File: config.mk
export PLATFORM = sky130hd
export DESIGN_NAME = io_channel_bank
export DESIGN_NICKNAME = d
export VERILOG_FILES = /design/src/rtl/io_channel_bank.sv
export SDC_FILE = /design/constraint.sdc
export NUM_CORES = 1
export LEC_CHECK = 0
export ABC_AREA = 1
export CORE_ASPECT_RATIO = 1.5
export CORE_MARGIN = 4
export CORE_UTILIZATION = 40
export DETAILED_ROUTE_END_ITERATION = 16
export GPL_TIMING_DRIVEN = 0
export PLACE_DENSITY = 0.74
export SLEW_MARGIN = 5
export SYNTH_ARGS = -nofsm -noshare
export SYNTH_HDL_FRONTEND = slang
export SYNTH_SLANG_ARGS = --single-unit
File: constraint.sdc
create_clock -name clock -period 1.45 [get_ports clock]
set_input_delay 0.29 -clock clock [delete_from_list [all_inputs] [get_ports clock]]
set_output_delay 0.29 -clock clock [all_outputs]
set_load 0.1 [all_outputs]
File: src/rtl/io_channel_bank.sv
// io_channel_bank: handshaked input/output channel registers with status, interrupt mask and irq behind a core register port
module io_channel_bank #(
   parameter int WIDTH = 15,
   parameter int N_IN  = 5,
   parameter int N_OUT = 4,
   parameter int SEL_W = 4
) (
   input  logic                   clock,
   input  logic                   reset,
   input  logic [SEL_W-1:0]       sel_read,
   input  logic                   en_read,
   output logic [WIDTH-1:0]       data_read,
   input  logic [SEL_W-1:0]       sel_write,
   input  logic                   en_write,
   input  logic [WIDTH-1:0]       data_write,
   input  logic [N_IN*WIDTH-1:0]  in_data,
   input  logic [N_IN-1:0]        in_valid,
   output logic [N_IN-1:0]        in_ready,
   output logic [N_OUT*WIDTH-1:0] out_data,
   output logic [N_OUT-1:0]       out_valid,
   input  logic [N_OUT-1:0]       out_ready,
   output logic                   irq
);
   localparam logic [SEL_W-1:0] STATUS_A = SEL_W'((2 ** SEL_W) - 2);
   localparam logic [SEL_W-1:0] MASK_A   = SEL_W'((2 ** SEL_W) - 1);
   logic [N_IN-1:0][WIDTH-1:0]  hold, hold_n;
   logic [N_OUT-1:0][WIDTH-1:0] obuf, obuf_n;
   logic [N_IN-1:0]             full, full_n, cap, rd_in;
   logic [N_OUT-1:0]            wr_out, acc, drop_ev, ov_n;
   logic [WIDTH-1:0]            mask, mask_n, status, rd_val;
   logic                        drop, drop_n, irq_n, wr_status, wr_mask;
   assign in_ready  = ~full & {N_IN{~reset}};
   assign out_data  = obuf;
   assign wr_status = en_write & (sel_write == STATUS_A);
   assign wr_mask   = en_write & (sel_write == MASK_A);
   assign cap       = in_valid & in_ready;
   assign full_n    = cap | (full & ~rd_in);
   for (genvar i = 0; i < N_IN; i++) begin : g_in
      assign rd_in[i]  = en_read & (sel_read == SEL_W'(i));
      assign hold_n[i] = cap[i] ? in_data[i*WIDTH +: WIDTH] : hold[i];
   end
   // a write may replace a pending word only when that word is leaving this same cycle
   assign acc     = wr_out & (~out_valid | out_ready);
   assign drop_ev = wr_out & out_valid & ~out_ready;
   assign ov_n    = acc | (out_valid & ~out_ready);
   for (genvar i = 0; i < N_OUT; i++) begin : g_out
      assign wr_out[i] = en_write & (sel_write == SEL_W'(N_IN + i));
      assign obuf_n[i] = acc[i] ? data_write : obuf[i];
   end
   assign drop_n = (|drop_ev) | (drop & ~(wr_status & data_write[WIDTH-1]));
   assign mask_n = wr_mask ? data_write : mask;
   assign irq_n  = (|(full_n & mask_n[N_IN-1:0])) | (drop_n & mask_n[WIDTH-1]);
   always_comb begin
      status = '0;
      status[N_IN-1:0] = full;
      status[N_IN+N_OUT-1:N_IN] = out_valid;
      status[WIDTH-1] = drop;
      rd_val = sel_read == STATUS_A ? status : sel_read == MASK_A ? mask : '0;
      for (int k = 0; k < N_IN; k++)
         rd_val = sel_read == SEL_W'(k) ? hold[k] : rd_val;
      for (int k = 0; k < N_OUT; k++)
         rd_val = sel_read == SEL_W'(N_IN + k) ? obuf[k] : rd_val;
   end
   always_ff @(posedge clock)
      if (reset) begin
         hold      <= '0;
         obuf      <= '0;
         full      <= '0;
         out_valid <= '0;
         drop      <= 1'b0;
         mask      <= '0;
         data_read <= '0;
         irq       <= 1'b0;
      end else begin
         hold      <= hold_n;
         obuf      <= obuf_n;
         full      <= full_n;
         out_valid <= ov_n;
         drop      <= drop_n;
         mask      <= mask_n;
         data_read <= en_read ? rd_val : data_read;
         irq       <= irq_n;
      end
endmodule

==> impl_metrics.tcl, run 1 <==
set metrics [dict create \
    grt_pass1_vias 8239 \
    syn_nets 1208 \
    die_area_sq_um 21500 \
    synth_edf_count 0 \
    die_w_um 121 \
    netlist_area_sq_um 7670 \
    outcome "finished with violations" \
    synthArstFlopShare_pct 0 \
    hold_violations 0 \
    utilization_pct 58.8 \
    cts.path.max_buffers 2 \
    slowest_stage "dfxtp_4" \
    fmax_mhz 642 \
    wl_met3_mm 2.08 \
    min_to "out_data[17]$_SDFFE_PP0P_" \
    tightest_slew_ns 0.709 \
    start_util_pct 41.0 \
    violations "setup timing" \
    place_ws_ns -1.15 \
    final_cells 1582 \
    r2r-start "full[3]$_SDFF_PP0_" \
    antenna_found_initial 0 \
    p_switching_w 0.00333 \
    area_growth_pct 43.4 \
    coreArea_sq_um 18700 \
    hpwl_mm 23.0 \
    clkTransAtPathRegs_ns 0.07 \
    finalNetCount 1428 \
    yosysUniqueCellTypes 27 \
    cts_tree "built" \
    ys.flop_type "dfxtp_1" \
    rsz0062_at_grt "true" \
    clkPwrFrac_pct 38.7 \
    cts_max_level 4 \
    slowest_delay_ns 0.36 \
    vias_per_cell 5.27 \
    fin_skew_ns 0.0133 \
    rows 61 \
    synth_most_common_cell "nand2_1" \
    cp-end-kind "register" \
    highest_layer "met4" \
    syn_area_per_cell_sq_um 7.00 \
    slew_headroom_pct 52.7 \
    r2r-end "data_read[3]$_SDFFE_PP0P_" \
    grt-ovfl-total 0 \
    drt_iter0_drc 681 \
    clock_sinks 176 \
    wl_per_cell_um 18.8 \
    drv_cap 0 \
    grtUsageTotal_pct 27.3 \
    combPwrFrac_pct 15.9 \
    min_period_ns 1.56 \
    insertedDiodeCount 0 \
    slew_viol_final 0 \
    p_seq_share_pct 45.4 \
    ys_ff_latch 176 \
    cts-root-buf "clkbuf_16" \
    grt_max_degree 17 \
    min_from "sel_write[0]" \
    p_int_w 0.00792 \
    reg2reg_slack_ns -0.11 \
    r2r_cells 8 \
    dr_wl_met2_mm 15.2 \
    grt_pass1_wl_mm 44.7 \
    cp_data_required_time_ns 1.74 \
    drive_above_1_share_pct 22.2 \
    drc 0 \
    setup_ws_ns -0.108 \
    power_leakage_nw 4.33 \
    synthCells 1097 \
    p_sw_share_pct 29.6 \
    setup_viol 6 \
    synth_warnings 0 \
    vdd.ir_drop.worst_mv 0.749 \
    critical_path.max_fanout 3 \
    arrival_ns 1.85 \
    cp-start-kind "register" \
    numCtsBuffers 17 \
    power_density_nw_per_um2 1020 \
    yosys.area.top_type "dfxtp_1" \
    drt-total-wl_mm 29.7 \
    portBuffers 193 \
    postCtsHoldBufs 0 \
    path_class "reg2reg" \
    timing.setup.tns_ns -0.332 \
    crit_chain "nand3_2, nand3_2, nor2_4, nand4_1, nor2_1, nand4_1, nand2_1, a21oi_2" \
    m1WireLength_mm 10.8 \
    clock_latency_ns 0.44 \
    dr.pass1.iters 5 \
    dp_cells 1542 \
    via_count 8342 \
    whs_path_depth 4 \
    yosysSeqAreaShare_pct 45.9 \
    period_share_pct 107 \
    pin_count 196 \
    chipHeight_um 178 \
    synth_top_area_share_pct 45.9 \
    synthTopCellsByCount "nand2_1, dfxtp_1, a21oi_1" \
    place_congestion 0.964 \
    worstHoldPathType "in2reg" \
    yosys-top-cells-area "dfxtp_1, nand2_1, a21oi_1, nor2_1, nand4_1" \
    ant_nets 0 \
]
[worst max path at each step]
stage                     cells after the start                 start  slack, ns                        end
final                                         8    full[3]$_SDFF_PP0_      -0.11  data_read[3]$_SDFFE_PP0P_
after global routing                          8    full[3]$_SDFF_PP0_      -0.18  data_read[3]$_SDFFE_PP0P_
after CTS                                     8  hold[3]$_SDFFE_PP0P_      -0.12  data_read[3]$_SDFFE_PP0P_
after detailed placement                     12           sel_read[1]      -1.15  data_read[1]$_SDFFE_PP0P_
after global placement                       12           sel_read[1]      -1.16  data_read[1]$_SDFFE_PP0P_
after floorplan                               6                 reset      -0.16      hold[61]$_SDFFE_PP0P_
[logic make-up (layout without fill, tap and decap cells)]
group           after synthesis  in the layout  share of synthesized area, %
simple gates                550            550                          30.5
compound gates              209            209                          15.1
flops                       176            176                          45.9
buf+inv                     161            394                          8.36
mux                           1              1                         0.130
[routing by layer]
layer	vias to the layer above	global-route usage, %
li1	4038	-
met1	3788	30.4
met2	399	48.7
met3	117	5.01
met4	0	14.7
met5	-	0
[state kept, by name, summed over array words and instances, names as in the netlist]
signal,flops
data_read,15
drop,1
full,5
hold,75
irq,1
mask,15
out_data,60
out_valid,4
[cell usage in the layout, fill, tap and decap left out, types with 5 or more instances in the layout]
cell type / instances
nand2_1: 317
dfxtp_1: 148
a21oi_1: 122
clkdlybuf4s50_1: 99
nor2_1: 85
inv_1: 80
buf_4: 77
nand4_1: 56
nand3_1: 33
a211oi_1: 29
buf_6: 26
clkbuf_1: 23
dfxtp_2: 21
o21ai_0: 17
clkbuf_16: 17
nor2_4: 16
nand2_2: 16
inv_2: 15
o21ai_1: 14
a211oi_2: 13
clkbuf_8: 9
a21oi_2: 9
nor2_2: 8
clkbuf_2: 7
clkbuf_4: 7
nand3_2: 7
dfxtp_4: 7
buf_12: 5
buf_2: 5
[area by class of cell]
class                   count  area, sq um
plain buffers              62          454
well taps                 252          315
flip-flops and latches    176         3580
multi-input cells         760         3850
repair buffers            201         1890
fillers                  1753         7700
clock buffers              19          443
inverters                  99          378
clock inverters            13          104
[what timing repair did]
item | CTS | global route
pin swaps | 29 | 26
resized for setup | 603 | 55
buffers inserted | 5 | 3
hold endpoints to repair | 0 | 0
cloned | 0 | 0
endpoints found under the setup margin | 178 | 99
[power by group through the flow]
| stage | clock, W | sequential (W) | combinational, W |
|---|---|---|---|
| 6_report | 0.00435 | 0.00511 | 0.00179 |
| 5_1_grt | 0.00454 | 0.00512 | 0.00189 |
| 4_1_cts | 0.00434 | 0.00510 | 0.00174 |
| 3_5_place_dp | 0 | 0.00521 | 0.00170 |
| 3_3_place_gp | 0 | 0.00521 | 0.00169 |
| 2_1_floorplan | 0 | 0.00547 | 0.000717 |
[through the flow]
step	cell area, sq um	total power, W	hold WS, ns
4_1_cts	10800	0.0112	0.315
3_5_place_dp	10200	0.00691	0.454
3_3_place_gp	10200	0.00690	0.450
5_1_grt	11000	0.0116	0.285
6_report	11000	0.0112	0.284
2_1_floorplan	7980	0.00619	0.433
[critical path: cells and delay by family (launching register included)]
kind	cells	cell delay, ns
AOI/OAI and AO/OA	1	0.06
DFF	1	0.36
and+or+nand+nor	7	1.01
No activity file was read; power rests on OpenSTA's default activity.
==> inputs of run 2 (changes only) <==
- PLACE_DENSITY: 0.74 -> 0.71
- clock period: 1.45 -> 1.6 ns (I/O delays scaled with it)
==> run 2 against run 1 <==
  * The flow now finishes without violations
  * Flip-flop and latch count stayed put
  * Via count is 2.2% lower
  * Register-to-register slack better by 0.17 ns
  * Critical path depth is 7 lower
  * Non-clock buffer count is 4 lower
  * First-iteration DRC count is 11% lower
  * Critical path type is now reg2out
  * Largest cell class unchanged
==> impl_metrics.tcl, run 2 (synthesis gave the netlist of run 1 again) <==
set metrics [dict create \
    setup_viol 0 \
    numCtsBuffers 17 \
    reg2reg_slack_ns 0.06 \
    drive_above_1_share_pct 17.6 \
    die_area_sq_um 21500 \
    min_from "sel_read[3]" \
    period_share_pct 99.5 \
    drt_iter0_drc 609 \
    dr.pass1.iters 5 \
    cp-end-kind "primary output" \
    cts_tree "built" \
    final_common_cell "nand2_1" \
    power_density_nw_per_um2 971 \
    die_w_um 121 \
    grtUsageTotal_pct 26.5 \
    finalHoldWorstSlack_ns 0.341 \
    hold_violations 0 \
    grt_max_degree 17 \
    postCtsHoldBufs 0 \
    vdd.ir_drop.worst_mv 0.676 \
    clock_sinks 176 \
    setup_ws_ns 0.00772 \
    highest_layer "met4" \
    slowest_stage "buf_2" \
    layout_common_cells "nand2_1, dfxtp_1, a21oi_1, clkdlybuf4s50_1, nor2_1" \
    dpl_cell_area_sq_um 10100 \
    clock_latency_ns 0.44 \
    fillCellCount 1826 \
    total_power_w 0.0102 \
    largest_reg_flops 75 \
    clkTransAtPathRegs_ns 0.07 \
    finalNetCount 1424 \
    ant_nets 0 \
    start_util_pct 41.0 \
    min_to "data_read[10]$_SDFFE_PP0P_" \
    multi_input_comb_area_sq_um 3720 \
    insertedDiodeCount 0 \
    area_growth_pct 37.2 \
    antenna_found_initial 0 \
    arrival_ns 1.27 \
    slew_viol_final 0 \
    r2r-end "data_read[3]$_SDFFE_PP0P_" \
    regMostFlops "hold" \
    r2r_cells 8 \
    pin_count 196 \
    power_leakage_nw 4.19 \
    grt_pass1_wl_mm 43.5 \
    m1WireLength_mm 11.3 \
    crit_family "buffers and inverters" \
    tightest_slew_ns 0.905 \
    final_area_sq_um 10500 \
    grt_pass1_vias 7921 \
    slew_headroom_pct 39.7 \
    cts.path.max_buffers 2 \
    via_count 8159 \
    cp-start-kind "register" \
    fmax_mhz 628 \
    cts-root-buf "clkbuf_16" \
    rows 61 \
    drc 0 \
    portBuffers 193 \
    critical_path.max_fanout 3 \
    wl_met3_mm 1.63 \
    slowest_delay_ns 0.45 \
    register_area_sq_um 3540 \
    rsz0062_at_grt "true" \
    path_class "reg2out" \
    worstHoldPathType "in2reg" \
    cp_data_required_time_ns 1.28 \
    drv_cap 0 \
    crit_chain "buf_2" \
    place_congestion 0.931 \
    min_period_ns 1.59 \
    drt-total-wl_mm 29.1 \
    cts_max_level 4 \
    coreArea_sq_um 18700 \
    fin_skew_ns 0.0148 \
    wl_per_cell_um 18.5 \
    hpwl_mm 22.9 \
    chipHeight_um 178 \
    outcome "finished, final reports clean" \
    whs_path_depth 5 \
    grt-ovfl-total 0 \
    dr_wl_met2_mm 15.0 \
    vias_per_cell 5.17 \
    r2r-start "full[3]$_SDFF_PP0_" \
    place_ws_ns -1.02 \
    cp_num_buf_inv 1 \
]
[run 2: metrics by stage]
step	std cells	TNS, ns	util (%)
after CTS	1578	0	55.5
after global routing	1578	-0.0123	56.3
after detailed placement	1542	-83.54	54.0
after global placement	1542	-80.64	54.0
after floorplan	1097	-0.127	-
final	1578	0	56.3
[run 2: worst max path at each step]
stage / to / from / depth (start not counted) / slack, ns
2_1_floorplan: hold[61]$_SDFFE_PP0P_ / reset / 6 / -0.01
3_3_place_gp: data_read[1]$_SDFFE_PP0P_ / sel_read[1] / 10 / -1.03
3_5_place_dp: data_read[1]$_SDFFE_PP0P_ / sel_read[0] / 11 / -1.02
4_1_cts: data_read[0]$_SDFFE_PP0P_ / sel_read[0] / 12 / 0.0006
5_1_grt: irq$_SDFF_PP0_ / sel_write[3] / 9 / -0.01
6_report: out_data[20] / out_data[20]$_SDFFE_PP0P_ / 1 / 0.008
[run 2: what timing repair did]
| item | 4_1_cts | 5_1_grt |
|---|---|---|
| resized for setup | 489 | 54 |
| endpoints found under the setup margin | 165 | 78 |
| setup buffers | 4 | 0 |
| pin swaps | 14 | 8 |
[run 2: tightest hold or removal path, cell delays in order]
cell and delay (ns):
buf_6 0.13, nand4_1 0.09, nand3_1 0.07, nand2_1 0.06
a21oi_1 0.05
[run 2: area by class of cell]
type                       instances  share of cell area (%)
timing repair buffer             197                    15.3
tap                              252                    2.99
inverter                          99                    3.60
sequential                       176                    33.6
multi-input combinational        760                    35.3
clock buffer                      21                    4.47
buffer                            62                    3.71
clock inverter                    11                   0.998
[run 2: power by group]
group,switching [W],internal (W)
sequential,0.0000949,0.00453
clock,0.00181,0.00227
combinational,0.00100,0.000508
total,0.00291,0.00731
[run 2: per-layer routing]
layer,global-route usage [%],up-vias
li1,-,4030
met1,30.8,3745
met2,47.1,318
met3,4.15,66
met4,12.8,0
met5,0,-
==> inputs of run 3 (changes only) <==
- CORE_MARGIN: 4 -> default
==> run 3 against run 2 <==
  * The flow now finishes with violations (setup timing)
  * Flip-flop and latch count unchanged
  * Register-to-register slack worse by 0.07 ns
  * Sequential power about the same
  * Critical endpoint is now data_read[0]$_SDFFE_PP0P_
  * Non-clock buffer count up 4
  * Die area down 8.2%
  * Hold slack worse by 0.022 ns
  * Via count up 2.5%
  * Design area up 0.73%
  * Clock skew down 0.0053 ns
  * Largest power group unchanged
  * First-iteration DRC count up 5.7%
==> impl_metrics.tcl, run 3 (synthesis gave the netlist of run 1 again) <==
set metrics [dict create \
    outcome "finished with violations" \
    violations "setup timing" \
    fmax_mhz 621 \
    cts.path.max_buffers 2 \
    drc 0 \
    vdd.ir_drop.worst_mv 0.870 \
    drt-total-wl_mm 28.7 \
    start_util_pct 41.0 \
    wl_per_cell_um 18.2 \
    min_period_ns 1.61 \
    r2r-start "full[0]$_SDFF_PP0_" \
    layout_common_cells "nand2_1, dfxtp_1, a21oi_1, clkdlybuf4s50_1, nor2_1" \
    r2r_cells 8 \
    coreArea_sq_um 18700 \
    cp_data_required_time_ns 1.90 \
    area_growth_pct 38.2 \
    setup_viol 1 \
    hold_violations 0 \
    chipHeight_um 172 \
    numCtsBuffers 17 \
    insertedDiodeCount 0 \
    rows 61 \
    cts-root-buf "clkbuf_16" \
    grt_pass1_wl_mm 42.0 \
    grt-ovfl-total 0 \
    path_class "reg2reg" \
    die_area_sq_um 19800 \
    cts_tree "built" \
    finalNetCount 1428 \
    clock_sinks 176 \
    setup_ws_ns -0.0111 \
    drv_cap 0 \
    arrival_ns 1.91 \
    power_density_nw_per_um2 965 \
    clkTransAtPathRegs_ns 0.07 \
    vias_per_cell 5.29 \
    pin_count 196 \
    ant_nets 0 \
    power_leakage_nw 4.25 \
    slew_viol_final 0 \
    final_common_cell "nand2_1" \
    crit_path_start "full[0]$_SDFF_PP0_" \
    drive_above_1_share_pct 18.8 \
    worstHoldPathType "in2reg" \
    timing.setup.tns_ns -0.0111 \
    grt_max_degree 17 \
    place_ws_ns -0.991 \
    period_share_pct 101 \
    rsz0062_at_grt "true" \
    drt_iter0_drc 644 \
    die_w_um 115 \
    r2r-end "data_read[0]$_SDFFE_PP0P_" \
    grtUsageTotal_pct 28.7 \
    antenna_found_initial 0 \
    grt_pass1_vias 7877 \
    finalHoldWorstSlack_ns 0.319 \
    regMostFlops "hold" \
    largest_reg_flops 75 \
    cp-endpoint "data_read[0]$_SDFFE_PP0P_" \
    via_count 8366 \
    tightest_slew_ns 0.888 \
    place_congestion 0.952 \
    cp-end-kind "register" \
    fin_skew_ns 0.00955 \
    reg2reg_slack_ns -0.01 \
    total_power_w 0.0102 \
    hpwl_mm 22.2 \
    cp-start-kind "register" \
    slew_headroom_pct 40.8 \
    dr.pass1.iters 5 \
    clock_latency_ns 0.44 \
    cts_max_level 4 \
    portBuffers 193 \
    critical_path.max_fanout 3 \
]
==> run 3: final cells by class <==
cell class	instances	area, sq um
plain buffers	62	392
clock buffers	24	492
flip-flops and latches	176	3550
multi-input cells	760	3760
clock inverters	8	78.8
fillers	1791	8090
well taps	252	315
inverters	99	377
repair buffers	201	1650
==> run 3: worst min-delay path by stage <==
stage                           from                    endpoint  slack [ns]  depth (start not counted)
2_1_floorplan  hold[68]$_SDFFE_PP0P_       hold[68]$_SDFFE_PP0P_        0.44                          2
5_1_grt                     en_write     out_valid[3]$_SDFF_PP0_        0.32                          3
3_3_place_gp   hold[73]$_SDFFE_PP0P_       hold[73]$_SDFFE_PP0P_        0.45                          2
4_1_cts                  sel_read[3]  data_read[10]$_SDFFE_PP0P_        0.38                          5
6_report                    en_write     out_valid[3]$_SDFF_PP0_        0.32                          3
3_5_place_dp   hold[73]$_SDFFE_PP0P_       hold[73]$_SDFFE_PP0P_        0.45                          2
==> run 3: critical path, cell delays in order (launching register included) <==
cell and delay, ns:
dfxtp_4 0.36, nand3_2 0.07, nand3_2 0.09, nor2_4 0.15
nand4_1 0.25, nor2_1 0.21, nand4_1 0.15, nand2_1 0.12
a21oi_1 0.06
==> run 3: layer usage <==
| metal | vias to the layer above | global-route usage (%) | part of all wire [%] |
|---|---|---|---|
| li1 | 4029 | - | - |
| met1 | 3858 | 31.7 | 37 |
| met2 | 394 | 51.1 | 51 |
| met3 | 85 | 4.79 | 6.9 |
| met4 | 0 | 16.8 | 5.1 |
| met5 | - | 0 | 0 |
==> run 3: timing repair <==
item / CTS / global route
pin swaps: 10 / 23
hold buffers: 0 / 0
resized for setup: 486 / 67
endpoints found under the setup margin: 165 / 67
buffers inserted: 4 / 4
==> run 3: per-stage QoR <==
step / utilization (%) / std cells / area [sq um]
floorplan: - / 1097 / 7850
global placement: 54.0 / 1542 / 10100
detailed placement: 54.0 / 1542 / 10100
CTS: 55.5 / 1578 / 10400
global route: 56.7 / 1582 / 10600
finish: 56.7 / 1582 / 10600
==> run 3: power by group <==
part,internal (W),switching (W),leakage [nW]
registers,0.00453,0.0000970,1.44
clock network,0.00231,0.00177,0.269
logic,0.000515,0.00101,2.54
total,0.00736,0.00288,4.25
